--- config.mk ---
export PLATFORM = sky130hd
export DESIGN_NAME = mdl_serial_modcntr
export DESIGN_NICKNAME = d
export VERILOG_FILES = /design/src/rtl/mdl_serial_modcntr.sv
export SDC_FILE = /design/constraint.sdc
export NUM_CORES = 1
export LEC_CHECK = 0
export BUFFER_PORTS_ARGS = -buffer_cell sky130_fd_sc_hd__buf_4
export CAP_MARGIN = 10
export CORE_ASPECT_RATIO = 0.5
export CORE_MARGIN = 2
export CORE_UTILIZATION = 45
export CTS_CLUSTER_DIAMETER = 40
export DETAILED_ROUTE_END_ITERATION = 6
export PLACE_DENSITY_LB_ADDON = 0.15
export SYNTH_ARGS = -nofsm -noshare
export SYNTH_HDL_FRONTEND = slang
export SYNTH_SLANG_ARGS = --single-unit
--- constraint.sdc ---
create_clock -name i_MCLK -period 5.5 [get_ports i_MCLK]
set_clock_uncertainty 0.2 [all_clocks]
set_input_delay 0.55 -clock i_MCLK [delete_from_list [all_inputs] [get_ports i_MCLK]]
set_output_delay 0.55 -clock i_MCLK [all_outputs]
set_load 0.05 [all_outputs]
--- src/rtl/mdl_serial_modcntr.sv ---
// mdl_serial_modcntr: bit-serial modular page counter, +/-STEP per frame, result kept in [0, MODULUS-1]
// Ports: i_MCLK clock, i_RST async reset (high), i_CEN_n tick enable (low),
//   i_FRAME_START/i_LOAD/i_LOAD_VAL frame and load requests, i_CNT_START/i_CNT_STOP add-enable,
//   i_DIR 0=up 1=down, i_SER_GATE write-back gate; o_SER_LSB serial sum bit, o_VALUE committed value,
//   o_BUSY in SHIFT, o_FRAME_DONE/o_WRAP frame-end pulse and wrap flag, o_LOAD_ERR rejected load pulse.
module mdl_serial_modcntr #(
  parameter int WIDTH   = 12,
  parameter int MODULUS = 2053,
  parameter int STEP    = 522
) (
  input  logic             i_MCLK,
  input  logic             i_RST,
  input  logic             i_CEN_n,
  input  logic             i_FRAME_START,
  input  logic             i_CNT_START,
  input  logic             i_CNT_STOP,
  input  logic             i_DIR,
  input  logic             i_LOAD,
  input  logic [WIDTH-1:0] i_LOAD_VAL,
  input  logic             i_SER_GATE,
  output logic             o_SER_LSB,
  output logic [WIDTH-1:0] o_VALUE,
  output logic             o_BUSY,
  output logic             o_FRAME_DONE,
  output logic             o_WRAP,
  output logic             o_LOAD_ERR
);
  localparam int CW = $clog2(WIDTH + 1);
  localparam logic [WIDTH-1:0] K_UP  = WIDTH'(STEP);
  localparam logic [WIDTH-1:0] K_UPW = WIDTH'(STEP - MODULUS);
  localparam logic [WIDTH-1:0] K_DN  = WIDTH'(-STEP);
  localparam logic [WIDTH-1:0] UP_TH = WIDTH'(MODULUS - STEP);
  localparam logic [WIDTH-1:0] DN_TH = WIDTH'(STEP);
  typedef enum logic {IDLE, SHIFT} state_t;
  state_t           state_q, state_d;
  logic [WIDTH-1:0] sr_q, sr_d, value_q, value_d, k_q, k_d;
  logic [CW-1:0]    bit_q, bit_d;
  logic             carry_q, carry_d, en_q, en_d, up_q, up_d, dn_q, dn_d;
  logic             ge_q, ge_d, lt_q, lt_d, wsel_q, wsel_d;
  logic             ser_q, ser_d, done_q, done_d, wrap_q, wrap_d, lerr_q, lerr_d;
  logic             tick, last, load_ok, s, wb;
  always_comb begin
    tick    = ~i_CEN_n;
    last    = bit_q == CW'(WIDTH - 1);
    load_ok = {1'b0, i_LOAD_VAL} < (WIDTH + 1)'(MODULUS);
    s       = sr_q[0] ^ k_q[0] ^ carry_q;
    wb      = s & i_SER_GATE;
    state_d = state_q;
    sr_d    = sr_q;
    value_d = value_q;
    k_d     = k_q;
    bit_d   = bit_q;
    carry_d = carry_q;
    up_d    = up_q;
    dn_d    = dn_q;
    ge_d    = ge_q;
    lt_d    = lt_q;
    wsel_d  = wsel_q;
    ser_d   = ser_q;
    done_d  = 1'b0;
    wrap_d  = 1'b0;
    lerr_d  = 1'b0;
    en_d    = tick ? (i_CNT_STOP ? 1'b0 : (i_CNT_START ? 1'b1 : en_q)) : en_q;
    if (tick && state_q == IDLE) begin
      ser_d = 1'b0;
      if (i_LOAD) begin
        sr_d    = load_ok ? i_LOAD_VAL : sr_q;
        value_d = load_ok ? i_LOAD_VAL : value_q;
        up_d    = load_ok ? i_LOAD_VAL >= UP_TH : up_q;
        dn_d    = load_ok ? i_LOAD_VAL < DN_TH : dn_q;
        lerr_d  = ~load_ok;
      end else if (i_FRAME_START) begin
        state_d = SHIFT;
        bit_d   = '0;
        carry_d = 1'b0;
        k_d     = ~en_q ? '0 : (i_DIR ? (dn_q ? UP_TH : K_DN) : (up_q ? K_UPW : K_UP));
        wsel_d  = en_q & (i_DIR ? dn_q : up_q);
        ge_d    = 1'b1;
        lt_d    = 1'b0;
      end
    end else if (tick) begin
      // LSB-first compares: a differing higher bit overrides the verdict from lower bits
      carry_d = (sr_q[0] & k_q[0]) | (carry_q & (sr_q[0] ^ k_q[0]));
      ser_d   = wb;
      sr_d    = {wb, sr_q[WIDTH-1:1]};
      k_d     = k_q >> 1;
      ge_d    = (wb & ~UP_TH[bit_q]) | (~(wb ^ UP_TH[bit_q]) & ge_q);
      lt_d    = (~wb & DN_TH[bit_q]) | (~(wb ^ DN_TH[bit_q]) & lt_q);
      bit_d   = bit_q + 1'b1;
      state_d = last ? IDLE : SHIFT;
      value_d = last ? sr_d : value_q;
      up_d    = last ? ge_d : up_q;
      dn_d    = last ? lt_d : dn_q;
      done_d  = last;
      wrap_d  = last & wsel_q;
    end
  end
  always_ff @(posedge i_MCLK or posedge i_RST) begin
    if (i_RST) begin
      state_q <= IDLE;
      sr_q    <= '0;
      value_q <= '0;
      k_q     <= '0;
      bit_q   <= '0;
      carry_q <= 1'b0;
      en_q    <= 1'b0;
      up_q    <= 1'b0;
      dn_q    <= 1'b1;
      ge_q    <= 1'b0;
      lt_q    <= 1'b0;
      wsel_q  <= 1'b0;
      ser_q   <= 1'b0;
      done_q  <= 1'b0;
      wrap_q  <= 1'b0;
      lerr_q  <= 1'b0;
    end else begin
      state_q <= state_d;
      sr_q    <= sr_d;
      value_q <= value_d;
      k_q     <= k_d;
      bit_q   <= bit_d;
      carry_q <= carry_d;
      en_q    <= en_d;
      up_q    <= up_d;
      dn_q    <= dn_d;
      ge_q    <= ge_d;
      lt_q    <= lt_d;
      wsel_q  <= wsel_d;
      ser_q   <= ser_d;
      done_q  <= done_d;
      wrap_q  <= wrap_d;
      lerr_q  <= lerr_d;
    end
  end
  assign o_SER_LSB    = ser_q;
  assign o_VALUE      = value_q;
  assign o_BUSY       = state_q == SHIFT;
  assign o_FRAME_DONE = done_q;
  assign o_WRAP       = wrap_q;
  assign o_LOAD_ERR   = lerr_q;
endmodule

==> impl.org, run 1 <==
** Timing
- Transition time at the pin with the least slew margin :: 1.14 ns
- In the final timing run, aggregate negative setup slack is 0 ns.
- Minimum period implied by the final worst setup slack :: 2.99 ns
- Across all setup checks in the final design, the least slack found is 2.51 ns.
- Setup repair after global routing left no endpoint under its margin.
- Minimum hold slack :: 0.211 ns
- Final worst path period share :: 54.3%
- Final Max Slew Viols :: 0
- Setup violations, final :: 0
- Max Freq :: 335 MHz
- Slew HR :: 23.7%
- The final number of hold-violating endpoints was 0.

** Logic synthesis
- Among all flip-flop cells after synthesis, the most frequent one is dfrtp_1.
- After synthesis, the cell types taking the most area are dfrtp_1 51%, mux2_2 11%, nand2_1 7.6%.
- Of all cell types, the one taking the most synthesized area is dfrtp_1.
- After synthesis, the mean cell area works out to 10.5 um^2.
- Summing every instance area after synthesis gives 2520 um^2.
- After synthesis, flip-flops and latches occupy 51.7% of the total area.
- Yosys synthesis warning count :: 0
- The commonest cells after synthesis are 51 x dfrtp_1, 51 x nand2_1, 25 x mux2_2.
- In this run, synthesis produced a sequential element count of 52.
- In this run, synthesis inferred 0 flip-flops with an integrated enable.
- In the synthesized netlist the async set-or-reset flop fraction comes to 100%.
- Count of mapped cells out of synthesis :: 239
- Share of the synthesized area in the top cell type :: 50.7%
- Number of distinct library cell variants in the gate-level netlist after synthesis :: 46
- Synthesis produced a netlist with a net count of 266.

** Placed design
- Timing analysis after detailed placement gives a worst setup slack of 2.35 ns.
- Inst Count DP :: 340
- The count of buffers added on input and output ports is 37.
- Placed cell area :: 2840 um^2
- The HPWL after detailed placement is 3700 um.
- Final estimated routing congestion in global placement :: 0.794

** Power
- P_leak :: 1.37 nW
- Power density over the cells :: 542 nW/um^2
- The completed layout was analyzed and its total power is 1.59 mW.
- IR Drop Worst-Case VDD :: 0.000285 V

** Clock network
- TritonCTS built the clock tree.
- The clock passes through at most 2 buffers.
- The clock drives 52 sinks.
- TritonCTS Buffers :: 5
- Clk Latency, worst-skew pair :: 0.30 ns
- Setup Buffers After CTS :: 0
- Post-CTS resize count :: 0
- The tree is rooted in a clkbuf_8.
- In this run the number of H-tree levels came out at 2.
- For this design, the CTS-stage hold fixing added 0 buffers.
- Clock-pin slew was measured on the worst setup and hold paths at 0.09 ns.

** Drt
- DRT Pass-1 Iters :: 4
- For this run, design rule violations remaining after detail routing come to 0.
- Routed WL :: 5290 um
- Antenna Nets Post-Route :: 0
- Via Count :: 1875
- Post-detailed-route wirelength per cell :: 15.2 um
- Number of violations reported at the end of detailed-routing iteration 0 :: 67
- In the routed layout, each cell is associated on average with a via count of 5.39.

** Critical path
- In this run the worst path has a maximum fanout of 24.
- The critical path in this run is classified as register to register.
- STA puts the critical path data required time at 5.49 ns.
- On the worst path, the slowest cell contributes a delay of 0.81 ns.
- Worst-path cell with the longest stage delay :: nor2_2
- STA classifies the critical path endpoint as a register.
- Critical Path Start Type :: register
- CP arrival :: 2.98 ns
- Worst Path Buf+Inv :: 0
- Grouping stages by cell kind, the critical path spends the most delay in simple AND/OR/NAND/NOR gates.
- Critical-path cell list :: nor2_2 > nor2_1 > a311oi_4 > mux2_2

** Floorplanning
- The die is 56.9 um tall.
- DIE AREA :: 6250 um^2
- Core Footprint :: 5440 um^2
- The initial utilization of the core area, before any placement, comes to 46.2%.
- Die X-Extent :: 110 um
- 38 I/O pins were placed.
- Placement row count :: 19

** Final layout
- Once layout is done, the placed cells without fillers occupy 2930 um^2.
- Utilization of the core after routing :: 53.9%
- Fraction of final layout cells with drive strength greater than 1 :: 28.7%
- Final cell count without fillers :: 348
- The filler cells instantiated in the layout total 499.
- The area growth from synthesis to layout is 16.6%.
- After the last flow step, the layout net total stands at 301.
- Antenna cell count :: 0

** Global route
- The number of antenna violations at the first check in global routing was 0.
- Largest net degree at the start of global routing :: 53
- Global routing consumed, over all layers together, 18.8% of the routing resources.
- Wire length of the first global-routing pass :: 8920 um
- Vias in the first global route :: 1825
- Global routing finished with a remaining overflow of 0.

** Run
- Max-capacitance violation count :: 0

** Worst hold path
- The tightest min-delay check is of the input pin to register type.

** Outcome
- The run finished with clean final reports.
where the power goes:
part           switching (mW)  internal [mW]  total, mW
logic                   0.426          0.288      0.714
clock network           0.123          0.103      0.226
registers               0.109          0.542      0.652
cells by family (layout without fill, tap and decap cells):
family,count (synthesis),after routing,synth area share [%]
and+or+nand+nor,82,82,15.3
AOI/OAI and AO/OA,58,58,15.5
DFF,52,52,51.7
muxes,25,25,11.2
buffers and inverters,15,51,2.73
adders and majority gates,6,6,3.28
xor gates and xnor gates,1,1,0.348
worst paths after layout:
check / start / endpoint / slack (ns) / cells after the start
hold reg to reg: wsel_q / wsel_q / 0.28 / 2
hold / removal: i_CNT_STOP / en_q / 0.21 / 2
min in group asynchronous: i_RST / o_VALUE[10] / 0.32 / 2
max in group asynchronous: i_RST / k_q[11] / 4.13 / 2
setup reg to reg: o_BUSY / o_VALUE[9] / 2.51 / 4
setup / recovery: o_BUSY / o_VALUE[9] / 2.51 / 4
state kept, by name, indices dropped and copies added (netlist names), 4 cells and up:
signal / count
bit_q: 4
o_VALUE: 12
sr_q: 12
k_q: 12
layer usage:
| layer | routed length [um] | vias up | track usage (%) | share of wire, % |
|---|---|---|---|---|
| li1 | - | 909 | - | - |
| met1 | 2640 | 920 | 27.2 | 50 |
| met2 | 2390 | 39 | 28.6 | 45 |
| met3 | 203 | 7 | 4.41 | 3.8 |
| met4 | 50 | 0 | 4.34 | 0.95 |
| met5 | 0 | - | 0 | 0 |
layout by cell type (no fill, tap or decap), drive strengths merged, types with 2 or more instances in the layout:
cell type	synthesis	routed
nor2	12	12
buf	3	37
nand2	51	51
o31ai	2	2
mux2	25	25
nand4	2	2
nor2b	2	2
a22o	2	2
nand3	2	2
a21oi	10	10
o21a	2	2
clkbuf	6	7
dfrtp	51	51
inv	6	6
or2	2	2
o21ai	24	24
a2bb2oi	7	7
a31oi	2	2
and2	3	3
ha	5	5
layout make-up:
class,instances,area [um^2],share of cell area (%)
sequential,52,1300,44.4
multi-input combinational,172,1150,39.1
timing repair buffer,37,278,9.47
tap,73,91.3,3.11
clock buffer,7,86.3,2.94
inverter,6,22.5,0.768
clock inverter,1,7.51,0.256
worst reg2reg max path, delay by kind of cell, from the launching register on:
family / cells / cell delay [ns]
flip-flops: 1 / 0.49
AO/OA/AOI/OAI: 1 / 0.77
AND/OR/NAND/NOR: 2 / 1.00
multiplexers: 1 / 0.42
No activity file was read; power rests on OpenSTA's default activity.
==> run 2, diff against run 1 <==
- clock period: 5.5 -> 2.95 ns (I/O delays scaled with it)
==> impl.org, run 2 (synthesized netlist as in run 1, its figures left out) <==
** Outcome
- Result of the run :: finished, final reports clean

** Critical path
- Worst Path Buf+Inv :: 1 (+1)
- Element type at the critical path end :: register
- Largest incremental delay on the critical path :: 0.48 ns (-0.33 ns)
- The required time at the worst-slack endpoint came to 2.95 ns (-2.54 ns).
- Cells on worst reg2reg path :: 6 (+2)
- Critical-path cell list :: ha_1 > and3b_1 > nor2_1 > a311oi_4 > buf_4 > mux2_2
- STA classifies the critical path startpoint as a register.
- Largest fanout of any net on the critical path :: 8 (-67%)
- Among all stages on the critical path, the largest delay is contributed by dfrtp_1.
- The logic depth of the worst setup path including buffers was 6 (+2).
- CP arrival :: 2.20 ns (-0.78 ns)
- Start-to-end type of the worst setup path :: register to register
- On the critical path the largest part of the delay comes from flip-flops.

** Drt
- The remaining antenna violation count came to 0 (unchanged).
- The routed length per placed instance is 14.8 um (-2.6%).
- The count of unresolved DRC violations after routing came to 0 (unchanged).
- The total number of vias was 1875 (unchanged).
- Number of violations reported at the end of detailed-routing iteration 0 :: 55 (-18%)
- The detailed-route vias per instance was 5.27 (-2.2%).
- DRT Pass-1 Iters :: 4 (unchanged)
- Routed WL :: 5270 um (-0.32%)

** Global route
- Wire length of the first global-routing pass :: 9340 um (+4.7%)
- Vias in the first global route :: 1936 (+6.1%)
- Grt total ovfl :: 0 (unchanged)
- Largest net degree at the start of global routing :: 29 (-45%)
- Global-route usage over all layers :: 19.5% (+0.72 points)
- The number of antenna violations at the first check in global routing was 0 (unchanged).

** Clock network
- Setup Buffers After CTS :: 0 (unchanged)
- TritonCTS built the clock tree.
- Clk Latency, worst-skew pair :: 0.31 ns (about the same)
- The clock sink count was 52 (unchanged).
- CTS Root Cell :: clkbuf_8
- Clock Pin Slew Worst Setup and Hold Paths :: 0.10 ns (about the same)
- The TritonCTS buffer count came to 5 (unchanged).
- The H-tree level count came to 2 (unchanged).
- Clock Path Buffers :: 2 (unchanged)

** Floorplanning
- Effective utilization at floorplan :: 46.2% (unchanged)
- DIE AREA :: 6250 um^2 (unchanged)
- Die X-Extent :: 110 um (unchanged)
- Placement row count :: 19 (unchanged)
- The area of the placeable core came to 5440 um^2 (unchanged).
- The top-level port count was 38 (unchanged).
- The overall die height was 56.9 um (unchanged).

** Placed design
- Worst slack at placement :: 0.712 ns (-1.64 ns)
- Placed wire-length estimate :: 3840 um (+3.7%)
- Final estimated routing congestion in global placement :: 0.838 (+5.5%)
- The quantity of I/O buffers inserted on ports came to 37 (unchanged).

** Worst hold path
- The worst hold path belongs to the class input pin to register.
- The number of instances on the worst hold path is 3 (+1).

** Timing
- Final sum of negative setup slack :: 0 ns (unchanged)
- Max Freq :: 455 MHz (+36%)
- The final critical-path setup slack is 0.752 ns (-1.76 ns).
- Setup violations, final :: 0 (unchanged)
- Slew HR :: 58.7% (+35 points)
- Final Hold Fails :: 0 (unchanged)
- The number of max-slew violations in the final report came to 0 (unchanged).
- Setup repair after global routing left no endpoint under its margin.
- The worst-margin pin slew is 0.617 ns (-0.520 ns).
- The minimum clock period after layout was 2.20 ns (-0.787 ns).
- Minimum hold slack :: 0.0401 ns (-0.171 ns)
- Final worst path period share :: 74.5% (+20 points)

** Power
- Power dissipated by switching net loads :: 1.24 mW (+88%)
- The switching share of power was 41.6% (+0.23 points).
- Power share of the sequential group :: 40.7% (-0.3 points)
- The leakage power is 1.41 nW (+3.0%).
- Portion of total power attributed to combinational logic :: 44.9% (about the same)
- Total Power Consumption :: 2.98 mW (+87%)
- Internal Pwr Total :: 1.74 mW (+87%)
- IR Drop Worst-Case VDD :: 0.000513 V (+80%)
- The clock network fraction of design power came to 14.3% (about the same).
- Power density over the cells :: 993 nW/um^2 (+83%)

** Final layout
- Net count of the finished layout :: 309 (+2.7%)
- Antenna cell count :: 0 (unchanged)
- Commonest cells after routing, fill and taps aside :: 51 x nand2_1, 51 x dfrtp_1, 43 x buf_4
- Relative to the synthesized area, the layout overhead comes to 19.2%.
- The layout cell share with drive strength beyond 1 came to 30.4% (+1.7 points).
- Utilization of the core after routing :: 55.1% (+1.2 points)
- The total of fill cells in the finished design is 502 (+0.60%).

** Run
- The number of max-cap violations came to 0 (unchanged).
[run 2: cell types whose count changed in the layout (fill, tap and decap cells not counted), sizes merged]
| cell | previous run | this run |
|---|---|---|
| buf | 37 | 43 |
| clkbuf | 7 | 5 |
| clkinv | 0 | 1 |
| dlygate4sd3 | 0 | 2 |
| inv | 6 | 7 |
[run 2: power by group through the flow]
| stage | Sequential (mW) | Combinational [mW] | Clock (mW) |
|---|---|---|---|
| after global placement | 1.22 | 1.32 | 0 |
| after global routing | 1.26 | 1.48 | 0.478 |
| after CTS | 1.21 | 1.35 | 0.443 |
| final | 1.21 | 1.34 | 0.427 |
| after floorplan | 1.46 | 0.727 | 0 |
| after detailed placement | 1.22 | 1.35 | 0 |
[run 2: layout make-up]
type                       instances  area, um^2  area share (%)
inverter                           6        22.5           0.750
sequential                        52        1300            43.4
multi-input combinational        172        1150            38.2
clock buffer                       5        68.8            2.29
timing repair buffer              45         343            11.4
tap                               73        91.3            3.04
clock inverter                     3        27.5           0.917
[run 2: tightest hold or removal path: cells and delay by family]
family / cells / cell delay, ns
buffers and inverters: 1 / 0.12
AND/OR/NAND/NOR: 1 / 0.05
AO/OA/AOI/OAI: 1 / 0.06
[run 2: what timing repair did]
item,4_1_cts,5_1_grt
hold endpoints to repair,24,0
gates resized for setup,0,0
hold buffers,2,0
[run 2: per-layer routing]
layer / vias to the layer above / share of wire [%] / GRT usage (%)
met1: 908 / 50 / 27.6
met4: 0 / 0.97 / 4.52
met3: 8 / 4.8 / 4.76
met5: - / 0 / 0
met2: 35 / 44 / 30.3
li1: 924 / - / -
[run 2: path summary, 6_finish.rpt]
check,end,slack [ns],start
worst max-delay path,o_VALUE[0],0.75,bit_q[0]
worst min-delay path,o_SER_LSB,0.04,i_CEN_n
worst max register to register,o_VALUE[0],0.75,bit_q[0]
worst min register to register,k_q[11],0.28,k_q[11]
max in group asynchronous,bit_q[0],1.41,i_RST
min in group asynchronous,o_VALUE[7],0.38,i_RST
[run 2: through the flow]
step                cell area (um^2)  instances
floorplan                       2520        239
global placement                2890        346
detailed placement              2890        346
CTS                             3000        356
global route                    3000        356
finish                          3000        356
==> run 3, diff against run 2 <==
- clock period: 2.95 -> 1.97 ns (I/O delays scaled with it)
==> impl.org, run 3 (synthesized netlist as in run 1, its figures left out) <==
** Timing
- Worst Setup Slack, final :: -0.134 ns (-0.886 ns)
- Setup repair after global routing could not meet its margin everywhere.
- The worst hold margin was 0.00407 ns (-0.0360 ns).
- The final number of hold-violating endpoints is 0 (unchanged).
- The worst-margin pin slew came to 0.461 ns (-0.156 ns).
- Setup violations, final :: 3 (+3)
- The minimum clock period after layout came to 2.10 ns (-0.0936 ns).
- Final Max Slew Viols :: 0 (unchanged)
- The post-route fraction of the period consumed by the critical path is 107% (+32 points).
- Max Freq :: 475 MHz (+4.4%)
- The worst max-slew margin expressed relative to the limit was 69.2% (+11 points).

** Critical path
- The critical path goes through fa_1 > nand2_2 > ha_1 > a21oi_2 > a21oi_1 > a21oi_1 > a2bb2oi_1.
- The largest fanout on the critical path is 3 (-5).
- Critical Path Start Type :: register
- In this run the critical register-to-register path is launched from sr_q[0].
- Required time of the worst setup path :: 2.01 ns (-0.94 ns)
- The depth of the worst register-to-register path is 7 (+1).
- The worst-case register-to-register setup slack is -0.13 ns (-0.89 ns).
- The endpoint identified for the worst register-to-register timing path is dn_q.
- The biggest cell delay along the critical path came to 0.55 ns (+0.07 ns).
- Crit path top cell by count :: a21oi_1
- In this design, the largest share of critical-path delay is due to adder cells.
- The number of buffers and inverters on the critical path was 0 (-1).
- The critical path in this run is classified as register to register.
- The worst endpoint data arrival time was 2.14 ns (-0.06 ns).
- The largest individual stage delay along the critical path comes from the cell fa_1.
- The worst setup path is captured at a register.

** Run
- The number of max-cap violations was 0 (unchanged).

** Placed design
- The post-DP HPWL came to 4210 um (+9.7%).
- Placed cell area :: 3060 um^2 (+6.1%)
- Inst Count DP :: 360 (+4.0%)
- Input/output buffers :: 37 (unchanged)
- The placer congestion estimate was 0.814 (-2.9%).

** Floorplanning
- The top-level port count is 38 (unchanged).
- Effective utilization at floorplan :: 46.2% (unchanged)
- The area of the placeable core was 5440 um^2 (unchanged).
- Die X-Extent :: 110 um (unchanged)
- Y dimension of the die :: 56.9 um (unchanged)
- The die footprint was 6250 um^2 (unchanged).
- The number of cell rows was 19 (unchanged).

** Global route
- The remaining global-route overflow is 0 (unchanged).
- Vias in the first global route :: 2001 (+3.4%)
- Largest net degree at the start of global routing :: 25 (-14%)
- Global-route usage over all layers :: 20.3% (+0.76 points)
- The number of antenna violations at the first check in global routing came to 0 (unchanged).
- Wire length of the first global-routing pass :: 9580 um (+2.6%)

** Clock network
- CTS tree :: yes
- H-tree depth :: 2 (unchanged)
- Clock tree synthesis selected as its root buffer the cell clkbuf_8.
- The maximum clock path buffer count is 2 (unchanged).
- Clock Pin Slew Worst Setup and Hold Paths :: 0.09 ns (about the same)
- The TritonCTS buffer count is 5 (unchanged).
- CTS sink cnt :: 52 (unchanged)
- Clk Latency, worst-skew pair :: 0.30 ns (about the same)

** Final layout
- Commonest non-fill, non-tap cell in the layout :: buf_4
- Commonest cells after routing, fill and taps aside :: 57 x buf_4, 50 x nand2_1, 48 x dfrtp_1
- The number of diodes came to 0 (unchanged).
- Synthesis-to-finish area growth :: 31.4%
- The count of non-filler cells in the finished layout is 375 (+5.3%).
- The layout cell share with drive strength beyond 1 was 38.7% (+8.4 points).
- The layout net count came to 328 (+6.1%).
- The final standard cell area without fillers is 3310 um^2 (+10%).
- Utilization of the core after routing :: 60.8% (+5.6 points)

** Worst hold path
- The startpoint identified for the worst hold timing path is i_CEN_n.
- Sink of the worst hold path :: o_SER_LSB
- Hold Path Cell Cnt :: 3 (unchanged)
- In this run the worst hold path is classified as input pin to register.

** Drt
- The detailed-route vias per instance is 5.28 (+0.25%).
- Routed WL :: 5760 um (+9.2%)
- The detailed route wirelength on metal2 came to 2570 um (+9.7%).
- Routed length on met3 :: 266 um (+6.0%)
- The remaining antenna violation count came to 0 (unchanged).
- Post-detailed-route wirelength per cell :: 15.4 um (+3.6%)
- The total number of vias was 1980 (+5.6%).
- Uppermost signal routing layer after detailed routing :: met4
- The number of violations reported at the end of detailed-routing iteration 0 is 116 (+110%).
- Routed length on met1 :: 2870 um (+9.0%)
- The number of detailed-route iterations in the first pass is 4 (unchanged).
- The count of unresolved DRC violations after routing is 0 (unchanged).

** Outcome
- Failing checks :: negative setup slack
- Result of the run :: finished, violations left

** Power
- Power density over the cells :: 1530 nW/um^2 (+54%)
- The leakage power came to 1.56 nW (+10%).
- Total Power Consumption :: 5.06 mW (+70%)
- IR Drop Worst-Case VDD :: 0.000679 V (+32%)
-- run 3: where the power goes --
| group | internal [mW] | switching, mW | total [mW] | leakage [nW] |
|---|---|---|---|---|
| Combinational | 1.11 | 1.32 | 2.43 | 0.843 |
| Clock | 0.449 | 0.347 | 0.795 | 0.0645 |
| Sequential | 1.52 | 0.308 | 1.83 | 0.649 |
| Total | 3.08 | 1.97 | 5.06 | 1.56 |
-- run 3: metrics by stage --
stage | TNS (ns) | setup WS [ns]
3_3_place_gp | -0.915 | -0.109
3_5_place_dp | -1.75 | -0.142
4_1_cts | -0.221 | -0.110
2_1_floorplan | -0.689 | -0.0794
5_1_grt | -0.627 | -0.243
6_report | -0.338 | -0.134
-- run 3: metal layers --
metal	track usage (%)	up-vias
met5	0	-
met4	4.16	0
met3	5.11	8
met2	32.0	38
met1	28.3	970
li1	-	964
-- run 3: how the worst max path moves through the flow --
| stage | from | endpoint | slack [ns] | depth (start not counted) |
|---|---|---|---|---|
| 3_3_place_gp | sr_q[0] | up_q | -0.11 | 7 |
| 6_report | sr_q[0] | dn_q | -0.13 | 7 |
| 4_1_cts | carry_q | up_q | -0.11 | 7 |
| 3_5_place_dp | sr_q[0] | up_q | -0.14 | 7 |
| 5_1_grt | sr_q[0] | dn_q | -0.24 | 7 |
| 2_1_floorplan | o_BUSY | o_VALUE[0] | -0.08 | 6 |
-- run 3: final cells by class --
class / count / area, um^2
Sequential cell: 52 / 1310
Timing Repair Buffer: 64 / 520
Clock inverter: 1 / 30.0
Inverter: 6 / 22.5
Multi-Input combinational cell: 172 / 1240
Tap cell: 73 / 91.3
Clock buffer: 7 / 96.3
Fill cell: 436 / 2140
-- run 3: worst min-delay path: cells and delay by family --
| family | cells | cell delay [ns] |
|---|---|---|
| compound gates | 1 | 0.09 |
| buf+inv | 1 | 0.13 |
| simple gates | 1 | 0.05 |
-- run 3: repair_timing --
action,CTS,global route
setup endpoints to repair,14,14
pin swaps,4,5
hold buffers,3,0
gates cloned,0,0
buffers inserted,2,2
gates resized for setup,8,7
endpoints found under the hold margin,52,0
